`src/rtl/ram_arbiter_pkg.sv`:
```
// ram_arbiter_pkg
// Shared definitions for the two-requester data-RAM arbiter:
//   - arb_state_e       : FSM state encodings (IDLE / ACCESS_A / ACCESS_B)
//   - RAM_WORDS_DEFAULT : default RAM depth in 16-bit words
//   - addr_limit()      : first out-of-range byte address for a given depth
package ram_arbiter_pkg;

  typedef enum logic [1:0] {
    IDLE     = 2'd0,
    ACCESS_A = 2'd1,
    ACCESS_B = 2'd2
  } arb_state_e;

  localparam int unsigned RAM_WORDS_DEFAULT = 256;

  // Byte addresses at or above this value fall outside the RAM.
  function automatic int unsigned addr_limit(input int unsigned words);
    return 2 * words;
  endfunction

endpackage

```
`src/rtl/ram_arbiter_if.sv`:
```
// ram_arbiter_if
// One requester's request/acknowledge bus to the RAM arbiter.
//   request       : access requested, held until ack
//   write_enable  : 1 = write, 0 = read
//   address       : byte address
//   write_data    : data to write
//   read_data     : read result, valid with ack and held afterwards
//   ack           : one-cycle completion pulse
//   error         : high with ack when the address was out of range
// Modports: master = requester side, slave = arbiter side.
interface ram_arbiter_if #(
  parameter int DATA_WIDTH    = 16,
  parameter int ADDRESS_WIDTH = 16
);

  logic                     request;
  logic                     write_enable;
  logic [ADDRESS_WIDTH-1:0] address;
  logic [DATA_WIDTH-1:0]    write_data;
  logic [DATA_WIDTH-1:0]    read_data;
  logic                     ack;
  logic                     error;

  modport master (
    output request, write_enable, address, write_data,
    input  read_data, ack, error
  );

  modport slave (
    input  request, write_enable, address, write_data,
    output read_data, ack, error
  );

endinterface

```
`src/rtl/ram_arbiter_response.sv`:
```
// ram_arbiter_response
// Response registers for one requester of the RAM arbiter.
//   clock, reset     : system clock, synchronous active-low reset
//   done_i           : this requester's access is in its final cycle
//   in_range_i       : latched address of that access lies inside the RAM
//   ram_read_data_i  : combinational RAM read data
//   read_data_o      : captured read data, held until the next ack
//   ack_o, error_o   : one-cycle completion / out-of-range pulses
module ram_arbiter_response #(
  parameter int DATA_WIDTH = 16
) (
  input  logic                  clock,
  input  logic                  reset,
  input  logic                  done_i,
  input  logic                  in_range_i,
  input  logic [DATA_WIDTH-1:0] ram_read_data_i,
  output logic [DATA_WIDTH-1:0] read_data_o,
  output logic                  ack_o,
  output logic                  error_o
);

  logic [DATA_WIDTH-1:0] read_data_q;
  logic                  ack_q;
  logic                  error_q;

  always_ff @(posedge clock) begin
    if (!reset) begin
      read_data_q <= '0;
      ack_q       <= 1'b0;
      error_q     <= 1'b0;
    end else begin
      ack_q   <= done_i;
      error_q <= done_i & ~in_range_i;
      // Captured for writes too; an out-of-range access reads back as zero.
      if (done_i) begin
        read_data_q <= in_range_i ? ram_read_data_i : '0;
      end
    end
  end

  assign read_data_o = read_data_q;
  assign ack_o       = ack_q;
  assign error_o     = error_q;

endmodule

```
`src/rtl/ram_arbiter.sv`:
```
// ram_arbiter
// Round-robin arbiter giving two requesters (A: CPU load/store, B: loader/
// debug) shared access to a single-port 256 x 16 data RAM with combinational
// read. Each access takes one ACCESS cycle; ack follows in the next cycle.
//   clock, reset       : system clock, synchronous active-low reset
//   a, b               : requester buses (ram_arbiter_if.slave)
//   ram_write_enable   : RAM write strobe, forced low while reset=0
//   ram_address        : byte address to RAM (RAM ignores bit 0)
//   ram_write_data     : data to RAM
//   ram_read_data      : combinational RAM read data
module ram_arbiter
  import ram_arbiter_pkg::*;
#(
  parameter int          DATA_WIDTH    = 16,
  parameter int          ADDRESS_WIDTH = 16,
  parameter int unsigned RAM_WORDS     = RAM_WORDS_DEFAULT
) (
  input  logic                     clock,
  input  logic                     reset,
  ram_arbiter_if.slave             a,
  ram_arbiter_if.slave             b,
  output logic                     ram_write_enable,
  output logic [ADDRESS_WIDTH-1:0] ram_address,
  output logic [DATA_WIDTH-1:0]    ram_write_data,
  input  logic [DATA_WIDTH-1:0]    ram_read_data
);

  localparam int unsigned ADDR_LIMIT = addr_limit(RAM_WORDS);

  arb_state_e               state_q;
  logic                     ptr_b_q;     // 1 = B wins a tie
  logic                     lat_we_q;
  logic [ADDRESS_WIDTH-1:0] lat_addr_q;
  logic [DATA_WIDTH-1:0]    lat_wdata_q;

  logic a_elig;
  logic b_elig;
  logic grant_a;
  logic in_range;
  logic in_access;
  logic done_a;
  logic done_b;

  // A request seen during its own ack cycle is the tail of the access just
  // served, so it is not eligible again until the following cycle.
  assign a_elig  = a.request & ~a.ack;
  assign b_elig  = b.request & ~b.ack;
  assign grant_a = a_elig & (~b_elig | ~ptr_b_q);

  assign in_range  = (32'(lat_addr_q) < ADDR_LIMIT);
  assign done_a    = (state_q == ACCESS_A);
  assign done_b    = (state_q == ACCESS_B);
  assign in_access = done_a | done_b;

  // The reset term abandons a write in flight rather than committing it.
  assign ram_write_enable = in_access & lat_we_q & in_range & reset;
  assign ram_address      = lat_addr_q;
  assign ram_write_data   = lat_wdata_q;

  always_ff @(posedge clock) begin
    if (!reset) begin
      state_q     <= IDLE;
      ptr_b_q     <= 1'b0;
      lat_we_q    <= 1'b0;
      lat_addr_q  <= '0;
      lat_wdata_q <= '0;
    end else begin
      case (state_q)
        IDLE: begin
          if (grant_a) begin
            lat_we_q    <= a.write_enable;
            lat_addr_q  <= a.address;
            lat_wdata_q <= a.write_data;
            state_q     <= ACCESS_A;
          end else if (b_elig) begin
            lat_we_q    <= b.write_enable;
            lat_addr_q  <= b.address;
            lat_wdata_q <= b.write_data;
            state_q     <= ACCESS_B;
          end
        end
        ACCESS_A: begin
          ptr_b_q <= 1'b1;
          state_q <= IDLE;
        end
        ACCESS_B: begin
          ptr_b_q <= 1'b0;
          state_q <= IDLE;
        end
        default: state_q <= IDLE;
      endcase
    end
  end

  ram_arbiter_response #(.DATA_WIDTH(DATA_WIDTH)) u_resp_a (
    .clock           (clock),
    .reset           (reset),
    .done_i          (done_a),
    .in_range_i      (in_range),
    .ram_read_data_i (ram_read_data),
    .read_data_o     (a.read_data),
    .ack_o           (a.ack),
    .error_o         (a.error)
  );

  ram_arbiter_response #(.DATA_WIDTH(DATA_WIDTH)) u_resp_b (
    .clock           (clock),
    .reset           (reset),
    .done_i          (done_b),
    .in_range_i      (in_range),
    .ram_read_data_i (ram_read_data),
    .read_data_o     (b.read_data),
    .ack_o           (b.ack),
    .error_o         (b.error)
  );

endmodule

```
`src/flat_wrapper.sv`:
```
// flat-port wrapper written by rule: the top's interface ports become plain ports
module ram_arbiter_flat import ram_arbiter_pkg::*;
#(
  parameter int          DATA_WIDTH    = 16,
  parameter int          ADDRESS_WIDTH = 16,
  parameter int unsigned RAM_WORDS     = RAM_WORDS_DEFAULT
)
  (clock, reset, ram_write_enable, ram_address, ram_write_data, ram_read_data, a_request, a_write_enable, a_address, a_write_data, a_read_data, a_ack, a_error, b_request, b_write_enable, b_address, b_write_data, b_read_data, b_ack, b_error);
  ram_arbiter_if #(.DATA_WIDTH(DATA_WIDTH), .ADDRESS_WIDTH(ADDRESS_WIDTH)) a_i ();
  ram_arbiter_if #(.DATA_WIDTH(DATA_WIDTH), .ADDRESS_WIDTH(ADDRESS_WIDTH)) b_i ();
  input  logic clock;
  input  logic reset;
  output logic ram_write_enable;
  output logic [ADDRESS_WIDTH-1:0] ram_address;
  output logic [DATA_WIDTH-1:0] ram_write_data;
  input  logic [DATA_WIDTH-1:0] ram_read_data;
  input wire logic [$bits(a_i.request)-1:0] a_request;
  input wire logic [$bits(a_i.write_enable)-1:0] a_write_enable;
  input wire logic [$bits(a_i.address)-1:0] a_address;
  input wire logic [$bits(a_i.write_data)-1:0] a_write_data;
  output wire logic [$bits(a_i.read_data)-1:0] a_read_data;
  output wire logic [$bits(a_i.ack)-1:0] a_ack;
  output wire logic [$bits(a_i.error)-1:0] a_error;
  input wire logic [$bits(b_i.request)-1:0] b_request;
  input wire logic [$bits(b_i.write_enable)-1:0] b_write_enable;
  input wire logic [$bits(b_i.address)-1:0] b_address;
  input wire logic [$bits(b_i.write_data)-1:0] b_write_data;
  output wire logic [$bits(b_i.read_data)-1:0] b_read_data;
  output wire logic [$bits(b_i.ack)-1:0] b_ack;
  output wire logic [$bits(b_i.error)-1:0] b_error;
  assign a_i.request = a_request;
  assign a_i.write_enable = a_write_enable;
  assign a_i.address = a_address;
  assign a_i.write_data = a_write_data;
  assign a_read_data = a_i.read_data;
  assign a_ack = a_i.ack;
  assign a_error = a_i.error;
  assign b_i.request = b_request;
  assign b_i.write_enable = b_write_enable;
  assign b_i.address = b_address;
  assign b_i.write_data = b_write_data;
  assign b_read_data = b_i.read_data;
  assign b_ack = b_i.ack;
  assign b_error = b_i.error;
  ram_arbiter #(.DATA_WIDTH(DATA_WIDTH), .ADDRESS_WIDTH(ADDRESS_WIDTH), .RAM_WORDS(RAM_WORDS)) u_core (.clock(clock), .reset(reset), .a(a_i), .b(b_i), .ram_write_enable(ram_write_enable), .ram_address(ram_address), .ram_write_data(ram_write_data), .ram_read_data(ram_read_data));
endmodule
```
`config.mk`:
```
export PLATFORM = sky130hd
export DESIGN_NAME = ram_arbiter_flat
export DESIGN_NICKNAME = d
export VERILOG_FILES = /design/src/rtl/ram_arbiter_pkg.sv /design/src/rtl/ram_arbiter_if.sv /design/src/rtl/ram_arbiter_response.sv /design/src/rtl/ram_arbiter.sv /design/src/flat_wrapper.sv
export SDC_FILE = /design/constraint.sdc
export NUM_CORES = 1
export LEC_CHECK = 0
export BUFFER_PORTS_ARGS = -buffer_cell sky130_fd_sc_hd__buf_4
export CAP_MARGIN = 20
export CORE_MARGIN = 5
export CORE_UTILIZATION = 23
export CTS_BUF_LIST = sky130_fd_sc_hd__clkbuf_8
export DETAILED_ROUTE_END_ITERATION = 10
export SETUP_SLACK_MARGIN = 0.2
export SLEW_MARGIN = 40
export SYNTH_ARGS = -nofsm -noshare
export SYNTH_HDL_FRONTEND = slang
export SYNTH_HIERARCHICAL = 1
export SYNTH_SLANG_ARGS = --single-unit
```
`constraint.sdc`:
```
create_clock -name clock -period 1.8 [get_ports clock]
set_clock_uncertainty 0.05 [all_clocks]
set_input_delay 0.36 -clock clock [delete_from_list [all_inputs] [get_ports clock]]
set_output_delay 0.36 -clock clock [all_outputs]
set_load 0.03 [all_outputs]
```
After elaboration in Yosys (flattened, before gate mapping) --
Index checks and enable logic that the tools add are counted.
Word-level totals: flip-flop bits (word level) 72, output and inout bits 69, logic and storage cells 48
Operators by class: $lt $le $gt $ge 1, equal/unequal tests 2, muxes and demuxes 10, bitwise gates (word level) 17, reduce and logical (&&, ||, !) cells 6
Operators by type and width (number):
- 16-bit two-way mux | 5
- 16-bit by 10-bit less-than comparator with 1-bit output (second input constant) | 1
- 1-bit bitwise AND | 8
- 1-bit inverter | 7
- 1-bit two-way mux | 4
- 2-bit AND reduction | 2
- 2-bit nonzero test | 2
- 3-bit OR reduction | 1
- 2-bit by 1-bit == test with 1-bit output (second input constant) | 1
- 2-bit == test (second input constant) | 1
- 2-bit zero test | 1
- 1-bit bitwise OR | 2
- 1-bit one-hot mux with 2 select lines | 1

Longest topological paths before layout --
Gate-level depths: netlist of run 1.
depth after elaboration 7, gate-level depth with buffers 6

By module --
The synthesis of run 1 kept the hierarchy.
Modules (own cells, without submodules):
- ram_arbiter | instances 1, cells each 218, area each 1911.8 um^2
- ram_arbiter_response | instances 2, cells each 77, area each 745.7 um^2

Least setup slack after synthesis of run 1 --
OpenSTA, ideal clock, no wires.
path type register to output, start point reg u_core.lat_addr_q[13] (netlist: u_core/ram_address[13]), end point out ram_write_enable, arrival 1.538 ns, path slack -0.148 ns, cell stages (with the launch flop) 4, buffers on the path 0, path through dfxtp_1 -> or4_4 -> nor4_4 -> and4_1
Between the ends: longest elaborated chain between the ends 3
Ends and longest elaborated chain:
- from (decl) | RTL line ram_arbiter.sv:33 | logic [ADDRESS_WIDTH-1:0] lat_addr_q;
- from (signal assigned) | RTL line ram_arbiter.sv:72 | lat_addr_q <= a.address;
- from (signal assigned) | RTL line ram_arbiter.sv:77 | lat_addr_q <= b.address;
- 16-bit by 10-bit less-than comparator with 1-bit output | RTL line ram_arbiter.sv:50 | assign in_range = (32'(lat_addr_q) < ADDR_LIMIT);
- named net u_core.in_range | RTL line ram_arbiter.sv:39 | logic in_range;
- 1-bit bitwise AND (2 in series) | RTL line ram_arbiter.sv:56 | assign ram_write_enable = in_access & lat_we_q & in_range & reset;
- to (decl) | RTL line flat_wrapper.sv:13 | output logic ram_write_enable;
The timed path passes the listed nets, and every way through them passes these cells.

Worst setup path in the final report of run 1 --
start point reg u_core.lat_addr_q[13] (netlist: u_core/ram_address[13]), end point reg u_core.u_resp_a.read_data_q[14] (netlist: u_core/u_resp_a/read_data_o[14])
Between the ends: longest elaborated chain between the ends 2
Ends and longest elaborated chain:
- 16-bit by 10-bit less-than comparator with 1-bit output | RTL line ram_arbiter.sv:50
- named net u_core.in_range | RTL line ram_arbiter.sv:39
- 16-bit two-way mux | RTL line ram_arbiter_response.sv:36 | read_data_q <= in_range_i ? ram_read_data_i : '0;
- to (signal assigned) | RTL line ram_arbiter_response.sv:36
- to (decl) | RTL line ram_arbiter_response.sv:22 | logic [DATA_WIDTH-1:0] read_data_q;
The timed path passes the listed nets, and every way through them passes these cells. A chain may end at the register's enable or synchronous reset.

==> summary.txt, run 1 <==
Drt
  • DRC Markers: 0
  • Avg WL per Cell: between 15 and 20 um
  • DRT iter0 DRCs: 232
  • Routed vias/inst: 4.925
  • Routed Antenna Nets: 0
  • First-pass DRT Iterations: 4
  • Total Wirelength: roughly 12 mm
  • Vias: ~3500

Clocking
  • Clock buffer depth: 2
  • H-tree Lvls: 3
  • Worst-Skew Late Latency: 350 ps
  • CTS buffer count: 9
  • Root Buffer: clkbuf_8
  • Hold-fix buffers, CTS: 0
  • Clk sinks: 72
  • TritonCTS clock tree: built
  • CTS clk-pin slew, worst paths: approximately 80 ps

Global routing
  • Global-route total usage across every layer: 13.58%
  • Largest net degree at the start of global routing: 65
  • Met3 usage: under 10%
  • Met2 global-route usage: 22.74%
  • Grt met1 use: 16.82%
  • Initial antenna violation count: 0
  • Number of global-route vias before repair: 3595
  • First-pass GRT wire length: a little under 20 mm
  • GRT busiest layer: met2
  • Remaining Overflow, GRT: 0

Timing
  • Slew HR: 60.15%
  • Setup ws final: -401.3 ps
  • # setup viols final: 35
  • Final hold vios: 0
  • Max-slew violations: 0
  • Unrepaired setup endpoints after global routing: true
  • Slew @ Worst Pin: 597.7 ps
  • Fmax: 454.3 MHz
  • Setup_tns: -10940 ps
  • Final min period: 2201 ps
  • Fin crit share: 122.3%

Power and ir drop
  • P_leak: approximately 2.3 nW
  • P per Cell Area: 955.8 nW/um^2
  • Clock power share: between 20% and 30%
  • P_sw: ~0.0016 W
  • Max VDD drop: around 360 uV
  • Switching Share: 32.40%
  • Combinational Power Share: 35.1%
  • Internal: 0.003378 W
  • Seq pwr share: 37.1%
  • Tot Pwr: between 0.004 and 0.005 W

Place
  • DPL Wire Length: ~8.4 mm
  • Worst slack, placed: -64.74 ps
  • Cells after DPL: 686
  • # port buffers: 154
  • Final GP Congestion: 0.7815

Critical path
  • Critical Path RT: around 2000 ps
  • CP Launch Type: flop
  • Critical path class: reg2reg
  • Critical Path AT: 2440 ps
  • Critical path peak fanout: 4
  • CP endpoint kind: flop

Logic synthesis
  • Syn. warnings: 6
  • Cell variety after synth: 34
  • Post-synthesis register bit count: between 70 and 80
  • Synth Cell Area: ~3400 um^2
  • Syn_nets: around 460
  • Async SR Flop Fraction: 0%
  • Avg Cell Area, Syn: 9.149 um^2
  • Seq/Total Area, Yosys: 42.35%
  • Post-synth EDFFs: 0
  • Gate Count Post-Synth: 372
  • Ys flop type: dfxtp_1

Floorplanning
  • Core Footprint: 14530 um^2
  • Die X: 131.6 um
  • Io pins: 155
  • Die H: 131.6 um
  • Initial Util: 23.42%
  • Site Rows: 44
  • Die area: 17330 um^2

Cells and area
  • Flip-flop and latch area: 1450 um^2
  • Nets: 618
  • Fillers: approximately 1500
  • Layout cells sized above 1: between 40 and 50%
  • Non-Filler Instances: 718
  • Diode count: 0
  • Layout area overhead: 53.64%
  • Area of the multi-input gates: ~1700 um^2

Run
  • Maxcap violations: 0

Min path
  • Hold crit path type: in2reg

Outcome
  • Failing checks: setup timing
  • Run status: finished, violations left
## sequential cells by signal, summed over array words and instances, names as in the netlist
signal / count
u_core/ram_address: 16
u_core/u_resp_a/error_o: 1
u_core/u_resp_b/ack_o: 1
u_core/ptr_b_q: 1
u_core/u_resp_a/ack_o: 1
u_core/u_resp_b/read_data_o: 16
u_core/lat_we_q: 1
u_core/ram_write_data: 16
u_core/u_resp_a/read_data_o: 16
u_core/u_resp_b/error_o: 1
u_core/state_q: 2
## final timing paths
| path | slack, ps | depth (start not counted) | to | start |
|---|---|---|---|---|
| worst max-delay path | -400 | 12 | u_core/u_resp_a/read_data_o[14] | u_core/ram_address[13] |
| worst min-delay path | 220 | 3 | u_core/u_resp_b/read_data_o[5] | ram_read_data[5] |
| worst max register to register | -400 | 12 | u_core/u_resp_a/read_data_o[14] | u_core/ram_address[13] |
| worst min register to register | 410 | 2 | u_core/ram_write_data[2] | u_core/ram_write_data[2] |
## power groups by stage
stage,clock [W],sequential (W),combinational (W)
floorplan,0,0.00216,0.000574
global placement,0,0.00189,0.00136
detailed placement,0,0.00189,0.00138
CTS,0.00145,0.00185,0.00173
global route,0.00152,0.00187,0.00185
finish,0.00139,0.00185,0.00175
## critical path, stage by stage (launching register included)
cell and delay [ps]:
dfxtp_4 340, or4_4 540, nor4_4 180, buf_4 160, buf_6 80, buf_6 80, buf_6 80, buf_8 110
buf_8 130, buf_12 110, buf_16 100, nand4_1 80, nand2_1 90
## kinds of logic (layout without fill, tap and decap cells)
family,count (synthesis),count (layout),share of synthesized area (%)
and+or+nand+nor,169,169,29.04
AOI/OAI and AO/OA,81,81,18.68
DFF,72,72,42.35
buffers and inverters,47,209,8.823
adders and majority gates,3,3,1.103
## synthesized netlist by cell type, drive strengths merged (2+ instances only)
| master | instances | share of area [%] |
|---|---|---|
| a21boi | 11 | 2.4 |
| a32oi | 22 | 5.7 |
| and2 | 2 | 0.44 |
| buf | 31 | 6.8 |
| clkbuf | 14 | 1.8 |
| dfxtp | 72 | 42 |
| ha | 3 | 1.1 |
| inv | 2 | 0.22 |
| nand2 | 57 | 6.3 |
| nand2b | 2 | 0.37 |
| nand3 | 22 | 3.2 |
| nand3b | 44 | 9.7 |
| nand4 | 32 | 5.9 |
| nor2b | 4 | 1.3 |
| o21ai | 22 | 3.2 |
| o221a | 11 | 3.6 |
| o221ai | 11 | 2.8 |
## stage by stage
stage	cell area (um^2)	hold WS, ps	util [%]
3_5_place_dp	4693	397.6	32.29
4_1_cts	5206	189.4	35.82
2_1_floorplan	3412	379.7	-
3_3_place_gp	4693	392.8	32.29
5_1_grt	5229	201.6	35.98
6_report	5229	220.3	35.98
## placed cells by master, fill, tap and decap left out, drive strengths merged, types with 3 or more instances in the layout
| cell | count |
|---|---|
| clkbuf | 9 |
| a32oi | 22 |
| a21boi | 11 |
| buf | 191 |
| dfxtp | 72 |
| nand4 | 32 |
| nand2 | 57 |
| ha | 3 |
| o221a | 11 |
| o221ai | 11 |
| nand3 | 22 |
| inv | 4 |
| o21ai | 22 |
| nand3b | 44 |
| nor2b | 4 |
## per-layer routing
| metal | routed length, um | vias to the layer above |
|---|---|---|
| li1 | - | 1704 |
| met1 | 5356 | 1688 |
| met2 | 6059 | 124 |
| met3 | 694 | 20 |
| met4 | 251 | 0 |
| met5 | 0 | - |
## what timing repair did
item / in CTS / in global routing
endpoints found under the setup margin: 51 / 46
buffers inserted: 10 / 1
cloned: 5 / 0
pin swaps: 5 / 7
gates resized for setup: 18 / 2
## cell type report
class                           instances  area share [%]
Clock buffer                            9           2.369
Multi-Input combinational cell        253           31.99
Sequential cell                        72           27.73
Tap cell                              184           4.403
Clock inverter                          7           1.699
Inverter                                2          0.1436
Timing Repair Buffer                  191           31.66
Power figures use the tool's default switching activity.
==> run 2, diff against run 1 <==
- PLACE_DENSITY: not set -> 0.57
==> run 2 against run 1 <==
Net effect:
- the run still ends with setup timing left
- non-clock buffer count down 4
- combinational power is 3% lower
- highest routed layer unchanged
- critical endpoint is now ram_write_enable
- critical path depth shrank 8
- worst hold slack lost 11 ps
- design area shrank 1.4%
- sequential power about the same
- via count up 0.14%
- die area stayed put
- cell count fell by 0.70%
==> summary.txt, run 2 (synthesis results as in run 1) <==
Clocking
  • CTS buffer count: 9
  • Worst-Skew Late Latency: 360 ps
  • Clock buffer depth: 2
  • Clk sinks: 72
  • Root Buffer: clkbuf_8
  • TritonCTS clock tree: built
  • H-tree Lvls: 3
  • CTS clk-pin slew, worst paths: around 80 ps

Timing
  • Max-slew violations: 0
  • # setup viols final: 35
  • Fin crit share: 120.9%
  • Slew HR: 79.67%
  • Final min period: 2176 ps
  • Slew @ Worst Pin: slightly above 300 ps
  • Final hold vios: 0
  • Setup ws final: -375.5 ps
  • Unrepaired setup endpoints after global routing: true
  • Fmax: 459.7 MHz

Place
  • # port buffers: 154
  • Worst slack, placed: -30.97 ps
  • Area after DPL: 4700 um^2
  • Final GP Congestion: 0.7651
  • DPL Wire Length: 8.252 mm

Global routing
  • Number of global-route vias before repair: 3488
  • Global-route total usage across every layer: between 10% and 20%
  • First-pass GRT wire length: 19.05 mm
  • Largest net degree at the start of global routing: 76
  • Initial antenna violation count: 0
  • Remaining Overflow, GRT: 0

Cells and area
  • Cell area after layout: 5156 um^2
  • Layout area overhead: 51.51%
  • Fillers: ~1500
  • Commonest non-fill, non-tap cell in the layout: buf_4
  • Most frequent cells in the layout: buf_4 (168), dfxtp_1 (69), nand2_1 (57)
  • Diode count: 0
  • Layout cells sized above 1: approximately 43%
  • Fin util: 35.48%
  • Nets: about 610

Power and ir drop
  • P_leak: approximately 2.3 nW
  • P per Cell Area: about 910 nW/um^2
  • Tot Pwr: 0.004714 W
  • Max VDD drop: 281.5 uV

Floorplanning
  • Die H: 131.6 um
  • Core Footprint: 14530 um^2
  • Die area: 17330 um^2
  • Io pins: around 160
  • Die X: ~130 um
  • Site Rows: 44
  • Initial Util: about a quarter

Drt
  • First-pass DRT Iterations: 5
  • DRT iter0 DRCs: between 200 and 300
  • DRC Markers: 0
  • Vias: 3541
  • Routed vias/inst: 4.966
  • Routed Antenna Nets: 0
  • Avg WL per Cell: 17.05 um
  • Total Wirelength: ~12 mm

Critical path
  • CP Launch Type: flop
  • Slowest-stage cell, CP: or4_4
  • Worst path max stage delay: 540 ps
  • Critical Path AT: ~1800 ps
  • Crit path max-delay family: simple AND/OR/NAND/NOR gates
  • CP endpoint kind: output port
  • Cell breakdown of the critical path: or4_4 -> nor4_4 -> and4_4 -> buf_6
  • Critical Path RT: 1390 ps
  • Critical path class: reg2out
  • Critical path peak fanout: 2
  • Critical path buffers and inverters: 1

Outcome
  • Failing checks: setup timing
  • Run status: finished, violations left

Min path
  • Hold crit path type: in2reg

Run
  • Maxcap violations: 0
-- run 2: through the flow --
stage	hold slack, ps	setup TNS [ps]	instances
2_1_floorplan	379.7	-2.588	372
3_3_place_gp	393.1	-25.47	683
3_5_place_dp	397.0	-52.94	683
4_1_cts	190.0	-6584	708
5_1_grt	210.7	-10910	713
6_report	209.3	-7962	713
-- run 2: path summary, 6_finish.rpt --
path | endpoint | slack, ps | from | cells past startpoint
max | ram_write_enable | -380 | u_core/ram_address[13] | 4
min | u_core/u_resp_b/read_data_o[4] | 210 | ram_read_data[4] | 3
max reg2reg | u_core/u_resp_b/error_o | -250 | u_core/ram_address[13] | 11
min reg2reg | u_core/ram_write_data[0] | 410 | u_core/ram_write_data[0] | 2
-- run 2: routing by layer --
metal	global-route usage (%)	vias up	share of wire (%)
li1	-	1701	-
met1	16.92	1694	43
met2	22.23	132	50
met3	3.096	14	5.8
met4	4.800	0	1.6
met5	0	-	0
-- run 2: worst reg2reg max path, cell delays in order (launching register included) --
cell	delay [ps]
dfxtp_4	340
or4_4	540
nor4_4	160
buf_4	150
buf_6	80
buf_6	80
buf_6	80
buf_12	100
buf_12	120
buf_16	130
buf_12	100
nor2b_4	20
-- run 2: timing repair --
item	in CTS	in global routing
endpoints found under the setup margin	35	35
cloned	4	1
resized for setup	16	1
buffers inserted	6	4
pin swaps	5	12
hold buffers	0	0
-- run 2: cell type report --
type | instances | area [um^2] | area share (%)
multi-input cells | 253 | 1673 | 32.44
repair buffers | 187 | 1628 | 31.57
flip-flops and latches | 72 | 1448 | 28.08
well taps | 184 | 230.2 | 4.465
clock buffers | 10 | 137.6 | 2.669
clock inverters | 5 | 32.53 | 0.6309
inverters | 2 | 7.507 | 0.1456
-- run 2: power by group --
part	internal (W)	total [W]	leakage, nW	switching, W
combinational	0.000821	0.00170	1.62	0.000874
clock	0.000528	0.00116	0.0884	0.000634
sequential	0.00175	0.00186	0.591	0.000104
total	0.00310	0.00471	2.30	0.00161
==> run 3, diff against run 2 <==
- RECOVER_POWER: not set -> 100
==> run 3 against run 2 <==
Net effect:
- the run still ends with setup timing left
- critical path depth unchanged
- non-clock buffer count unchanged
- core utilization fell by 1.8 points
- sequential cell count unchanged
- via count shrank 0.42%
==> summary.txt, run 3 (synthesis results as in run 1) <==
Floorplanning
  • Core Footprint: 14530 um^2
  • Die area: 17330 um^2
  • Initial Util: 23.42%
  • Site Rows: 44
  • Io pins: between 150 and 200
  • Die H: 131.6 um
  • Die X: about 130 um

Drt
  • DRC Markers: 0
  • DRT iter0 DRCs: 272
  • Routed vias/inst: about 5
  • Avg WL per Cell: 17.09 um
  • Vias: 3526
  • Total Wirelength: 12.19 mm
  • Routed Antenna Nets: 0
  • First-pass DRT Iterations: 5

Timing
  • Final min period: 2172 ps
  • Final hold vios: 0
  • Unrepaired setup endpoints after global routing: true
  • Slew @ Worst Pin: around 480 ps
  • WHS: 206.3 ps
  • Fmax: 460.3 MHz
  • Slew HR: 68.18%
  • Setup ws final: -372.4 ps
  • # setup viols final: 35
  • Max-slew violations: 0
  • Fin crit share: 120.7%

Power and ir drop
  • Seq pwr share: about two fifths
  • Internal: just under 0.003 W
  • P per Cell Area: approximately 940 nW/um^2
  • Tot Pwr: ~0.0046 W
  • Clock power share: 25.3%
  • P_leak: 2.019 nW
  • Combinational Power Share: roughly a third
  • Switching Share: 35.06%
  • Max VDD drop: 281.8 uV
  • P_sw: 0.001610 W

Clocking
  • TritonCTS clock tree: built
  • CTS buffer count: 9
  • CTS clk-pin slew, worst paths: 80 ps
  • Clock buffer depth: 2
  • Clk sinks: 72
  • Root Buffer: clkbuf_8
  • Worst-Skew Late Latency: 360 ps
  • H-tree Lvls: 3
  • Hold-fix buffers, CTS: 0

Cells and area
  • Commonest non-fill, non-tap cell in the layout: buf_4
  • Fillers: 1563
  • Layout area overhead: 43.86%
  • Non-Filler Instances: between 700 and 800
  • Most frequent cells in the layout: buf_4 (98), dfxtp_1 (69), clkbuf_1 (68)
  • Layout cells sized above 1: 29.68%
  • Nets: 614
  • Diode count: 0

Global routing
  • Global-route total usage across every layer: a little over an eighth
  • Remaining Overflow, GRT: 0
  • Number of global-route vias before repair: about 3500
  • Initial antenna violation count: 0
  • Largest net degree at the start of global routing: 76
  • First-pass GRT wire length: 19.05 mm

Critical path
  • Critical Path AT: 1760 ps
  • Critical path peak fanout: 2
  • CP endpoint kind: output port
  • Critical Path RT: 1390 ps
  • Critical path class: reg2out
  • CP Launch Type: flop

Place
  • Cells after DPL: 683
  • Worst slack, placed: -30.97 ps
  • # port buffers: 154
  • DPL Wire Length: between 8 and 9 mm
  • Final GP Congestion: between 0.7 and 0.8

Min path
  • Hold crit path type: in2reg

Run
  • Maxcap violations: 0

Outcome
  • Run status: finished, violations left
  • Failing checks: setup timing
## run 3: changes by cell type in the layout (fill, tap and decap cells not counted), sizes merged
cell	change
clkbuf	+70
buf	-70
## run 3: power by group through the flow
stage | clock (W) | sequential, W | combinational, W
after floorplan | 0 | 0.00216 | 0.000574
after global placement | 0 | 0.00189 | 0.00136
after detailed placement | 0 | 0.00189 | 0.00137
after CTS | 0.00121 | 0.00186 | 0.00162
after global routing | 0.00129 | 0.00187 | 0.00168
final | 0.00116 | 0.00185 | 0.00158
## run 3: what timing repair did
item / CTS / global route
buffers inserted: 6 / 4
endpoints found under the setup margin: 35 / 35
resized for setup: 16 / 1
cloned: 4 / 1
pin swaps: 5 / 12
## run 3: area by class of cell
class	instances	area [um^2]	area share, %
multi-input combinational	253	1673	34.17
sequential	72	1448	29.57
timing repair buffer	187	1368	27.93
tap	184	230.2	4.702
clock buffer	10	137.6	2.811
clock inverter	5	32.53	0.6645
inverter	2	7.507	0.1533
## run 3: worst max-delay path, cell delays in order (launching register included)
cell	delay, ps
dfxtp_4	340
or4_4	540
nor4_4	160
and4_4	250
buf_6	130
## run 3: worst paths after layout
kind | start | to | slack [ps] | depth (start not counted)
setup / recovery | u_core/ram_address[13] | ram_write_enable | -370 | 4
hold / removal | ram_read_data[4] | u_core/u_resp_b/read_data_o[4] | 210 | 3
setup reg to reg | u_core/ram_address[13] | u_core/u_resp_b/error_o | -250 | 11
hold reg to reg | u_core/ram_write_data[0] | u_core/ram_write_data[0] | 400 | 2
## run 3: through the flow
| step | area (um^2) | setup TNS (ps) | utilization [%] |
|---|---|---|---|
| detailed placement | 4700 | -52.94 | 32.33 |
| finish | 4896 | -7978 | 33.69 |
| floorplan | 3412 | -2.588 | - |
| global route | 4896 | -10940 | 33.69 |
| CTS | 5072 | -6584 | 34.90 |
| global placement | 4700 | -25.47 | 32.33 |
## run 3: per-layer routing
layer | GRT usage [%] | vias up | wire, um
met1 | 16.92 | 1686 | 5292
li1 | - | 1702 | -
met5 | 0 | - | 0
met4 | 4.800 | 0 | 138
met3 | 3.096 | 9 | 713
met2 | 22.23 | 129 | 6043
